===== src/rtl/nmcu_pkg.sv =====
// Shared types and default sizing for the near-memory compute unit.
// Holds the PE opcode enum used by the PE array controller and its lanes.
package nmcu_pkg;

  localparam int DATA_WIDTH = 8;
  localparam int PE_LATENCY = 2;
  localparam int CMD_DEPTH  = 4;
  localparam int RES_DEPTH  = 4;

  typedef enum logic [1:0] {
    OP_MUL,
    OP_ADD,
    OP_MAC,
    OP_CLR
  } pe_op_e;

endpackage


===== src/rtl/pe_array_ctrl_if.sv =====
// Command and result handshake bundle between control unit and PE array.
// Port names keep the controller-relative _i/_o suffixes.
interface pe_array_ctrl_if
  import nmcu_pkg::*;
#(
  parameter int NUM_LANES  = 4,
  parameter int DATA_WIDTH = nmcu_pkg::DATA_WIDTH,
  parameter int ACC_WIDTH  = 2*DATA_WIDTH+8,
  parameter int TAG_WIDTH  = 4
) ();

  logic                            cmd_valid_i;
  logic                            cmd_ready_o;
  pe_op_e                          cmd_op_i;
  logic [NUM_LANES*DATA_WIDTH-1:0] cmd_a_i;
  logic [NUM_LANES*DATA_WIDTH-1:0] cmd_b_i;
  logic [TAG_WIDTH-1:0]            cmd_tag_i;
  logic                            res_valid_o;
  logic                            res_ready_i;
  logic [NUM_LANES*ACC_WIDTH-1:0]  res_data_o;
  logic [TAG_WIDTH-1:0]            res_tag_o;
  logic                            busy_o;

  modport master (
    output cmd_valid_i, cmd_op_i, cmd_a_i, cmd_b_i,
    output cmd_tag_i, res_ready_i,
    input  cmd_ready_o, res_valid_o, res_data_o,
    input  res_tag_o, busy_o
  );

  modport slave (
    input  cmd_valid_i, cmd_op_i, cmd_a_i, cmd_b_i,
    input  cmd_tag_i, res_ready_i,
    output cmd_ready_o, res_valid_o, res_data_o,
    output res_tag_o, busy_o
  );

endinterface


===== src/rtl/pe_array_ctrl_lane.sv =====
// pe_lane: one PE lane, PE_LATENCY stages plus a signed accumulator.
// PE_ARRAY_CTRL_SAT_EN selects clamping of MAC results instead of wrap.
module pe_lane
  import nmcu_pkg::*;
#(
  parameter int DATA_WIDTH = nmcu_pkg::DATA_WIDTH,
  parameter int ACC_WIDTH  = 2*DATA_WIDTH+8,
  parameter int PE_LATENCY = nmcu_pkg::PE_LATENCY
) (
  input  logic                         clk,
  input  logic                         rst_n,
  input  logic                         done,
  input  pe_op_e                       op,
  input  logic signed [DATA_WIDTH-1:0] a,
  input  logic signed [DATA_WIDTH-1:0] b,
  output logic signed [ACC_WIDTH-1:0]  res
);

  localparam int L = PE_LATENCY-1;
  localparam logic signed [ACC_WIDTH-1:0] AMAX =
    {1'b0, {(ACC_WIDTH-1){1'b1}}};
  localparam logic signed [ACC_WIDTH-1:0] AMIN =
    {1'b1, {(ACC_WIDTH-1){1'b0}}};

  logic signed [2*DATA_WIDTH-1:0] prod;
  logic signed [DATA_WIDTH:0]     sum;
  pe_op_e                         opq [PE_LATENCY];
  logic signed [ACC_WIDTH-1:0]    pq  [PE_LATENCY];
  logic signed [ACC_WIDTH-1:0]    sq  [PE_LATENCY];
  logic signed [ACC_WIDTH-1:0]    acc;
  logic signed [ACC_WIDTH-1:0]    mac;
  logic signed [ACC_WIDTH:0]      macw;

  assign prod = (2*DATA_WIDTH)'(a) * (2*DATA_WIDTH)'(b);
  assign sum  = (DATA_WIDTH+1)'(a) + (DATA_WIDTH+1)'(b);

  always_ff @(posedge clk or negedge rst_n) begin
    if (!rst_n) begin
      for (int i = 0; i < PE_LATENCY; i++) begin
        opq[i] <= OP_MUL;
        pq[i]  <= '0;
        sq[i]  <= '0;
      end
    end else begin
      opq[0] <= op;
      pq[0]  <= ACC_WIDTH'(prod);
      sq[0]  <= ACC_WIDTH'(sum);
      for (int i = 1; i < PE_LATENCY; i++) begin
        opq[i] <= opq[i-1];
        pq[i]  <= pq[i-1];
        sq[i]  <= sq[i-1];
      end
    end
  end

  // Extra top bit exposes signed overflow of acc + product.
  always_comb begin
    macw = (ACC_WIDTH+1)'(acc) + (ACC_WIDTH+1)'(pq[L]);
    mac  = macw[ACC_WIDTH-1:0];
`ifdef PE_ARRAY_CTRL_SAT_EN
    if (macw[ACC_WIDTH] != macw[ACC_WIDTH-1])
      mac = macw[ACC_WIDTH] ? AMIN : AMAX;
`endif
  end

  always_comb begin
    res = '0;
    unique case (1'b1)
      (opq[L] == OP_MUL): res = pq[L];
      (opq[L] == OP_ADD): res = sq[L];
      (opq[L] == OP_MAC): res = mac;
      default:            res = '0;
    endcase
  end

  always_ff @(posedge clk or negedge rst_n) begin
    if (!rst_n)
      acc <= '0;
    else if (done && opq[L] == OP_MAC)
      acc <= mac;
    else if (done && opq[L] == OP_CLR)
      acc <= '0;
  end

endmodule


===== src/rtl/pe_array_ctrl.sv =====
// PE array controller: command FIFO, credit-checked in-order issue,
// NUM_LANES pe_lane instances, FWFT result FIFO. Macro: PE_ARRAY_CTRL_SAT_EN.
module pe_array_ctrl
  import nmcu_pkg::*;
#(
  parameter int NUM_LANES  = 4,
  parameter int DATA_WIDTH = nmcu_pkg::DATA_WIDTH,
  parameter int ACC_WIDTH  = 2*DATA_WIDTH+8,
  parameter int PE_LATENCY = nmcu_pkg::PE_LATENCY,
  parameter int CMD_DEPTH  = nmcu_pkg::CMD_DEPTH,
  parameter int RES_DEPTH  = nmcu_pkg::RES_DEPTH,
  parameter int TAG_WIDTH  = 4
) (
  input logic            clk,
  input logic            rst_n,
  pe_array_ctrl_if.slave bus
);

  localparam int CAW = $clog2(CMD_DEPTH);
  localparam int RAW = $clog2(RES_DEPTH);
  localparam int VW  = NUM_LANES*DATA_WIDTH;
  localparam int RW  = NUM_LANES*ACC_WIDTH;

  pe_op_e               cop  [CMD_DEPTH];
  logic [VW-1:0]        ca   [CMD_DEPTH];
  logic [VW-1:0]        cb   [CMD_DEPTH];
  logic [TAG_WIDTH-1:0] ct   [CMD_DEPTH];
  logic [RW-1:0]        rdat [RES_DEPTH];
  logic [TAG_WIDTH-1:0] rtag [RES_DEPTH];
  logic [TAG_WIDTH-1:0] tq   [PE_LATENCY];
  logic [PE_LATENCY-1:0] vld;

  logic [CAW:0]  cwp, crp, ccnt;
  logic [RAW:0]  rwp, rrp, used;
  logic          cfull, cempty, cpush, issue;
  logic          rempty, rpop, done;
  pe_op_e        hop;
  logic [VW-1:0] ha, hb;
  logic [RW-1:0] lres;

  assign ccnt   = cwp - crp;
  assign cfull  = ccnt == (CAW+1)'(CMD_DEPTH);
  assign cempty = cwp == crp;
  assign cpush  = bus.cmd_valid_i && !cfull;
  // used = in-flight + stored results; keeps the result FIFO from overflowing
  assign issue  = !cempty && (used < (RAW+1)'(RES_DEPTH));
  assign rempty = rwp == rrp;
  assign rpop   = !rempty && bus.res_ready_i;
  assign done   = vld[PE_LATENCY-1];

  assign hop = cop[crp[CAW-1:0]];
  assign ha  = ca[crp[CAW-1:0]];
  assign hb  = cb[crp[CAW-1:0]];

  always_ff @(posedge clk) begin
    if (cpush) begin
      cop[cwp[CAW-1:0]] <= bus.cmd_op_i;
      ca[cwp[CAW-1:0]]  <= bus.cmd_a_i;
      cb[cwp[CAW-1:0]]  <= bus.cmd_b_i;
      ct[cwp[CAW-1:0]]  <= bus.cmd_tag_i;
    end
    if (done) begin
      rdat[rwp[RAW-1:0]] <= lres;
      rtag[rwp[RAW-1:0]] <= tq[PE_LATENCY-1];
    end
  end

  always_ff @(posedge clk or negedge rst_n) begin
    if (!rst_n) begin
      cwp  <= '0;
      crp  <= '0;
      rwp  <= '0;
      rrp  <= '0;
      used <= '0;
      vld  <= '0;
      for (int i = 0; i < PE_LATENCY; i++)
        tq[i] <= '0;
    end else begin
      if (cpush) cwp <= cwp + 1'b1;
      if (issue) crp <= crp + 1'b1;
      if (done)  rwp <= rwp + 1'b1;
      if (rpop)  rrp <= rrp + 1'b1;
      if (issue && !rpop)
        used <= used + 1'b1;
      else if (!issue && rpop)
        used <= used - 1'b1;
      vld[0] <= issue;
      tq[0]  <= ct[crp[CAW-1:0]];
      for (int i = 1; i < PE_LATENCY; i++) begin
        vld[i] <= vld[i-1];
        tq[i]  <= tq[i-1];
      end
    end
  end

  for (genvar l = 0; l < NUM_LANES; l++) begin : g_lane
    pe_lane #(
      .DATA_WIDTH (DATA_WIDTH),
      .ACC_WIDTH  (ACC_WIDTH),
      .PE_LATENCY (PE_LATENCY)
    ) u_lane (
      .clk   (clk),
      .rst_n (rst_n),
      .done  (done),
      .op    (hop),
      .a     (ha[l*DATA_WIDTH +: DATA_WIDTH]),
      .b     (hb[l*DATA_WIDTH +: DATA_WIDTH]),
      .res   (lres[l*ACC_WIDTH +: ACC_WIDTH])
    );
  end

  assign bus.cmd_ready_o = !cfull;
  assign bus.res_valid_o = !rempty;
  assign bus.res_data_o  = rempty ? '0 : rdat[rrp[RAW-1:0]];
  assign bus.res_tag_o   = rempty ? '0 : rtag[rrp[RAW-1:0]];
  assign bus.busy_o      = !cempty || (used != '0);

endmodule


===== src/flat_wrapper.sv =====
// flat-port wrapper written by rule: the top's interface ports become plain ports
module pe_array_ctrl_flat import nmcu_pkg::*;
#(
  parameter int NUM_LANES  = 4,
  parameter int DATA_WIDTH = nmcu_pkg::DATA_WIDTH,
  parameter int ACC_WIDTH  = 2*DATA_WIDTH+8,
  parameter int PE_LATENCY = nmcu_pkg::PE_LATENCY,
  parameter int CMD_DEPTH  = nmcu_pkg::CMD_DEPTH,
  parameter int RES_DEPTH  = nmcu_pkg::RES_DEPTH,
  parameter int TAG_WIDTH  = 4
)
  (clk, rst_n, bus_cmd_valid_i, bus_cmd_op_i, bus_cmd_a_i, bus_cmd_b_i, bus_cmd_tag_i, bus_res_ready_i, bus_cmd_ready_o, bus_res_valid_o, bus_res_data_o, bus_res_tag_o, bus_busy_o);
  pe_array_ctrl_if #(.NUM_LANES(NUM_LANES), .DATA_WIDTH(DATA_WIDTH), .ACC_WIDTH(ACC_WIDTH), .TAG_WIDTH(TAG_WIDTH)) bus_i ();
  input logic clk;
  input logic rst_n;
  input wire logic [$bits(bus_i.cmd_valid_i)-1:0] bus_cmd_valid_i;
  input wire logic [$bits(bus_i.cmd_op_i)-1:0] bus_cmd_op_i;
  input wire logic [$bits(bus_i.cmd_a_i)-1:0] bus_cmd_a_i;
  input wire logic [$bits(bus_i.cmd_b_i)-1:0] bus_cmd_b_i;
  input wire logic [$bits(bus_i.cmd_tag_i)-1:0] bus_cmd_tag_i;
  input wire logic [$bits(bus_i.res_ready_i)-1:0] bus_res_ready_i;
  output wire logic [$bits(bus_i.cmd_ready_o)-1:0] bus_cmd_ready_o;
  output wire logic [$bits(bus_i.res_valid_o)-1:0] bus_res_valid_o;
  output wire logic [$bits(bus_i.res_data_o)-1:0] bus_res_data_o;
  output wire logic [$bits(bus_i.res_tag_o)-1:0] bus_res_tag_o;
  output wire logic [$bits(bus_i.busy_o)-1:0] bus_busy_o;
  assign bus_i.cmd_valid_i = bus_cmd_valid_i;
  assign bus_i.cmd_op_i = bus_cmd_op_i;
  assign bus_i.cmd_a_i = bus_cmd_a_i;
  assign bus_i.cmd_b_i = bus_cmd_b_i;
  assign bus_i.cmd_tag_i = bus_cmd_tag_i;
  assign bus_i.res_ready_i = bus_res_ready_i;
  assign bus_cmd_ready_o = bus_i.cmd_ready_o;
  assign bus_res_valid_o = bus_i.res_valid_o;
  assign bus_res_data_o = bus_i.res_data_o;
  assign bus_res_tag_o = bus_i.res_tag_o;
  assign bus_busy_o = bus_i.busy_o;
  pe_array_ctrl #(.NUM_LANES(NUM_LANES), .DATA_WIDTH(DATA_WIDTH), .ACC_WIDTH(ACC_WIDTH), .PE_LATENCY(PE_LATENCY), .CMD_DEPTH(CMD_DEPTH), .RES_DEPTH(RES_DEPTH), .TAG_WIDTH(TAG_WIDTH)) u_core (.clk(clk), .rst_n(rst_n), .bus(bus_i));
endmodule

===== config.mk =====
export PLATFORM = sky130hd
export DESIGN_NAME = pe_array_ctrl_flat
export DESIGN_NICKNAME = d
export VERILOG_FILES = /design/src/rtl/nmcu_pkg.sv /design/src/rtl/pe_array_ctrl_if.sv /design/src/rtl/pe_array_ctrl_lane.sv /design/src/rtl/pe_array_ctrl.sv /design/src/flat_wrapper.sv
export SDC_FILE = /design/constraint.sdc
export NUM_CORES = 2
export LEC_CHECK = 0
export BUFFER_PORTS_ARGS = -buffer_cell sky130_fd_sc_hd__buf_2
export CAP_MARGIN = 20
export CORE_ASPECT_RATIO = 1.75
export CORE_UTILIZATION = 62
export CTS_CLUSTER_DIAMETER = 80
export DETAILED_ROUTE_END_ITERATION = 7
export GPL_TIMING_DRIVEN = 1
export PLACE_DENSITY = 0.8
export SLEW_MARGIN = 20
export SYNTH_ARGS = -nofsm -noshare
export SYNTH_HDL_FRONTEND = slang
export SYNTH_HIERARCHICAL = 1
export SYNTH_SLANG_ARGS = --single-unit

===== constraint.sdc =====
create_clock -name clk -period 6.7 [get_ports clk]
set_clock_uncertainty 0.2 [all_clocks]
set_input_delay 1.005 -clock clk [delete_from_list [all_inputs] [get_ports clk]]
set_output_delay 1.005 -clock clk [all_outputs]
set_load 0.02 [all_outputs]

* Yosys cells after proc, flatten, opt, wreduce, memory -nomap -nowiden
Memories as Yosys holds them, arrays and structs flattened. A register that Yosys moved wholly into a read port is not among the register bits. Cells that the tools add are included.
Operators by class: $add $sub $neg 15, $mul 4, order comparisons 1, equal/unequal tests 6, mux-type cells 17, reduce and logical (&&, ||, !) cells 19
Operators with widths (count):
- 24-bit case mux with 3 select lines | 4
- 24-bit two-way mux | 5
- 24-bit by 16-bit adder with 24-bit output | 4
- 96-bit two-way mux | 1
- 8-bit by 8-bit multiplier with 16-bit output | 4
- 8-bit by 8-bit adder with 9-bit output | 4
- 3-bit by 1-bit adder with 3-bit output, second input constant | 5
- 1-bit logical AND | 7
- 1-bit zero test | 7
- 3-bit == test | 2
- 3-bit two-way mux | 2
- 2-bit == test, second input constant | 2
- 1-bit two-way mux | 4
- 4-bit two-way mux | 1
- 2-bit nonzero test | 2
- 3-bit == test, second input constant | 1
- 3-bit < comparator, second input constant | 1
- 3-bit nonzero test | 1
- 3-bit by 1-bit subtractor with 3-bit output, second input constant | 1
- 3-bit subtractor | 1
- 2-bit by 1-bit == test with 1-bit output, second input constant | 1
- 2-bit zero test | 1
- 1-bit logical OR | 1
Storage, ports and cells: bits in registers 319, memory bits (writable) 680, word-level logic and storage cells 96, memories 6
Memory list:
- u_core.rdat | depth 4, width 96, read ports 1, clocked after memory_dff 0, wr ports 1, RTL line pe_array_ctrl.sv:28 | logic [RW-1:0] rdat [RES_DEPTH];
- u_core.ca | depth 4, width 32, read ports 1, clocked after memory_dff 0, wr ports 1, RTL line pe_array_ctrl.sv:25 | logic [VW-1:0] ca [CMD_DEPTH];
- u_core.cb | depth 4, width 32, read ports 1, clocked after memory_dff 0, wr ports 1, RTL line pe_array_ctrl.sv:26 | logic [VW-1:0] cb [CMD_DEPTH];
- u_core.ct | depth 4, width 4, read ports 1, clocked after memory_dff 1, wr ports 1, RTL line pe_array_ctrl.sv:27 | logic [TAG_WIDTH-1:0] ct [CMD_DEPTH];
- u_core.rtag | depth 4, width 4, read ports 1, clocked after memory_dff 0, wr ports 1, RTL line pe_array_ctrl.sv:29 | logic [TAG_WIDTH-1:0] rtag [RES_DEPTH];
- u_core.cop | depth 4, width 2, read ports 1, clocked after memory_dff 1, wr ports 1, RTL line pe_array_ctrl.sv:24 | pe_op_e cop [CMD_DEPTH];

* Depth between registers and ports, before layout
depth after elaboration 7, mapped depth 21, mapped depth without buffers 19

* Hierarchy
Netlist, hierarchy kept.
Modules (own cells, without submodules):
- pe_array_ctrl | times used 1, cells each 1088, area each 26339.0 µm², sequential area each 21045.2 µm²
- pe_lane (u_core.g_lane[1].u_lane ...) | times used 2, cells each 664, area each 6486.2 µm², sequential area each 1951.9 µm²
- pe_lane (u_core.g_lane[0].u_lane) | times used 1, cells each 680, area each 6585.1 µm², sequential area each 1951.9 µm²
- pe_lane (u_core.g_lane[3].u_lane) | times used 1, cells each 652, area each 6411.1 µm², sequential area each 1951.9 µm²

* Worst setup path before layout
OpenSTA, ideal clock, no wires.
path type register to register, start point reg u_core.crp[0], end point reg u_core/g_lane[0].u_lane/pq[38] (netlist name), arrival time 5338 ps, required time 6431 ps, path slack 1093 ps, cell stages (with the launch flop) 20, path buffers 2, path through dfrtp_1 > buf_2 > buf_2 > mux4_2 > and2_1 > fa_1 > inv_1 > fa_1 > inv_1 > fa_1 > inv_1 > fa_1 > inv_1 > ha_1 > o21ai_0 > a21boi_0 > o21ai_0 > a21oi_1 > or4b_2 > nand3_1
On the way: word-level cells in the longest chain between the ends 2, elaborated cells on any way between the ends 3, those cells by class mul (1); memory (2)
Ends and longest elaborated chain:
- start: declaration | RTL line pe_array_ctrl.sv:33 | logic [CAW:0] cwp, crp, ccnt;
- start signal: assignment | RTL line pe_array_ctrl.sv:80 | if (issue) crp <= crp + 1'b1;
- memory 4 x 32 bit
- via u_core.hb[4] | RTL line pe_array_ctrl.sv:38 | logic [VW-1:0] ha, hb;
- 8-bit by 8-bit multiplier with 16-bit output | RTL line pe_array_ctrl_lane.sv:34 | assign prod = (2*DATA_WIDTH)'(a) * (2*DATA_WIDTH)'(b);
- via u_core.g_lane[0].u_lane.prod[14] | RTL line pe_array_ctrl_lane.sv:25 | logic signed [2*DATA_WIDTH-1:0] prod;
- end signal: indexed assignment | RTL line pe_array_ctrl_lane.sv:50 | pq[i] <= pq[i-1];
- end: declaration | RTL line pe_array_ctrl_lane.sv:28 | logic signed [ACC_WIDTH-1:0] pq [PE_LATENCY];
The timed path passes the listed nets, and every way through them passes these cells. A chain may end at the register's enable or synchronous reset.

* Final worst setup path
Same ends and word-level chain as after synthesis.

==> flow_summary.toml <==
[status]
status = "finished clean"

[drt]
via_count = 30500
firstDrtPassIters = 5
wl_per_cell_um = 21.6
dr.first_iter.drc_count = 1986
viasPerCell = 6.00
route.detailed.drc = 0
ant_nets = 0
routed_wl_mm = 110

[min_path]
hold_start = "u_core/g_lane[1].u_lane/pq[30]$_DFF_PN0_"
whs_path_depth = 0
holdPathEnd = "u_core/g_lane[1].u_lane/pq[6]$_DFF_PN0_"
hold_path.class = "flop to flop"

[floorplanning]
fp.coreArea_um2 = 83400
dieArea_um2 = 85600
pin_count = 177
start_util_pct = 62.7
die_width_um = 222
die_h_um = 386
rows = 140

[global_routing]
antenna_found_initial = 24
grt_max_degree = 129
grt_pass1_vias = 32400
grt_first_pass_wirelength_mm = 174
grt_busiest_layer = "met2"
global_route.usage.met2_pct = 49.9
gr-usage-met3_pct = 4.50
grtUsageTotal_pct = 26.6
overflow = 0
grt.met1_usage_pct = 29.1

[clock_tree]
cts_max_level = 3
clock-sinks = 1017
clk_pin_slew_worst_paths_ps = 70
clk_latency_ps = 700
cts_root_buffer = "clkbuf_16"
cts_tree = "done"
post_cts_resize_count = 0
post_cts_buffers = 0
hold_buffers = 0
cts_buffer_depth = 3
numCtsBuffers = 86

[timing]
rsz0062_at_grt = "no"
setup-violations-final = 0
worst_slew_pin_slew_ps = 1110
fin_crit_sh_pct = 91.2
max_freq_mhz = 164
maxSlewHeadroom_pct = 25.3
fin_crit_ps = 6110
hold_viol = 0
final_max_slew_viol_count = 0
final.setup.tns_ps = 0

[setup_path]
critPathLaunchType = "flop"
reg2reg_from = "u_core/crp[0]$_DFFE_PN0P_"
end_kind = "flop"
r2r_slack_ps = 590
worstPathArrival_ps = 6530
critical_path.max_fanout = 21
crit_type = "flop to flop"
timing.rr.end = "u_core/g_lane[0].u_lane/pq[38]$_DFF_PN0_"
reg2reg_depth = 18
cp.required_ps = 7120

[synthesis]
syn_avg_cell_area_um2 = 14.0
yosysWarningCount = 6
ys_ff_latch = 1017
syn-cell-area_um2 = 52300
async_flop_share_pct = 33.1
yosys.area.top_type = "edfxtp_1"
synth_top_area_share_pct = 39.0
synth_seq_area_share_pct = 55.2
synth-main-ff-cell = "edfxtp_1"
syn-num-nets = 4308
synth_edf_count = 680
ys_types = 89
synth.area.top_cells = "edfxtp_1 39%, dfrtp_1 16%, fa_1 8.8%"
syn-instance-count = 3748

[placed_design]
place_congestion = 0.924
portBuffers = 176
hpwl_mm = 78.5

[cells_and_area]
syn_to_final_growth_pct = 9.44
final_nets = 4490
layout-drive-gt1-share_pct = 14.3
layout_commonest_cell = "edfxtp_1"
layout_common_cells = "680 x edfxtp_1, 369 x inv_1, 333 x dfrtp_1, 257 x ha_1, 251 x nand2_1"

[flow_run]
maxCapViolations = 0
metal layers:
layer / wire length (um) / share of wire [%]
met3: 5130 / 4.7
met1: 39200 / 36
met4: 4900 / 4.5
met2: 60300 / 55
met5: 193 / 0.18
worst max-delay path, cell delays in order (launching register included):
cell	delay, ps
dfrtp_4	600
buf_4	450
mux4_2	650
and2_1	200
fa_1	510
inv_1	50
fa_1	490
inv_1	50
fa_1	470
inv_1	50
fa_1	530
inv_1	40
ha_1	330
o21ai_0	130
a21boi_0	170
o21ai_0	240
a21oi_1	150
or4b_2	630
nand3_1	100
cell families (layout without fill, tap and decap cells):
family	count (synthesis)	in the layout	share of synthesized area, %
muxes	211	211	8.12
xor gates and xnor gates	180	180	3.15
and+or+nand+nor	753	753	7.46
adders and majority gates	486	486	14.9
DFF	1017	1017	55.2
buffers and inverters	486	742	3.72
other	0	8	0
AOI/OAI and AO/OA	615	615	7.48
worst max-delay path by stage:
| stage | start | to | cells after the start |
|---|---|---|---|
| 6_report | u_core/crp[0]$_DFFE_PN0P_ | u_core/g_lane[0].u_lane/pq[38]$_DFF_PN0_ | 18 |
| 5_1_grt | u_core/crp[0]$_DFFE_PN0P_ | u_core/g_lane[0].u_lane/pq[39]$_DFF_PN0_ | 19 |
| 4_1_cts | u_core/crp[0]$_DFFE_PN0P_ | u_core/g_lane[0].u_lane/pq[38]$_DFF_PN0_ | 18 |
| 3_5_place_dp | u_core/crp[0]$_DFFE_PN0P_ | u_core/g_lane[0].u_lane/pq[38]$_DFF_PN0_ | 18 |
| 3_3_place_gp | u_core/crp[0]$_DFFE_PN0P_ | u_core/g_lane[0].u_lane/pq[38]$_DFF_PN0_ | 18 |
| 2_1_floorplan | u_core/crp[0]$_DFFE_PN0P_ | u_core/g_lane[0].u_lane/pq[38]$_DFF_PN0_ | 19 |
stage by stage:
| step | hold WS (ps) | cells | util, % | instance area (um^2) | worst slack [ps] |
|---|---|---|---|---|---|
| 2_1_floorplan | 131 | 3748 | - | 52300 | 1090 |
| 3_3_place_gp | 132 | 4906 | 65.1 | 54300 | 643 |
| 3_5_place_dp | 135 | 4906 | 65.1 | 54300 | 610 |
| 4_1_cts | 128 | 5068 | 68.6 | 57200 | 558 |
| 5_1_grt | 152 | 5072 | 68.6 | 57200 | 215 |
| 6_report | 140 | 5077 | 68.7 | 57200 | 590 |
cells in the mapped netlist (all sizes together) (19+ instances only):
cell / instances
and2: 231
nand2: 252
xor2: 53
a21o: 64
clkbuf: 62
buf: 51
o21ai: 188
nand3: 26
nor3: 32
mux4: 170
nand4: 29
xnor2: 123
nor2b: 42
o22ai: 45
a21oi: 159
dfrtp: 337
nor2: 69
mux2i: 38
ha: 257
inv: 369
nand2b: 19
edfxtp: 680
fa: 229
area by class of cell:
class / count / area (um^2)
diodes: 8 / 20.0
fillers: 5698 / 26100
repair buffers: 207 / 1190
clock inverters: 46 / 474
multi-input cells: 2245 / 21500
inverters: 373 / 1400
flip-flops and latches: 1017 / 28900
clock buffers: 116 / 2410
well taps: 1065 / 1330
sequential cells by signal, indices dropped and copies added (netlist names), 16 cells and up:
signal / count
u_core/ca: 128
u_core/cb: 128
u_core/ct: 16
u_core/g_lane.u_lane/acc: 96
u_core/g_lane.u_lane/opq: 16
u_core/g_lane.u_lane/pq: 128
u_core/g_lane.u_lane/sq: 72
u_core/rdat: 384
u_core/rtag: 16
Power is not shown: default switching activity piles up to over one toggle a cycle in this logic, so the estimate is an artifact.
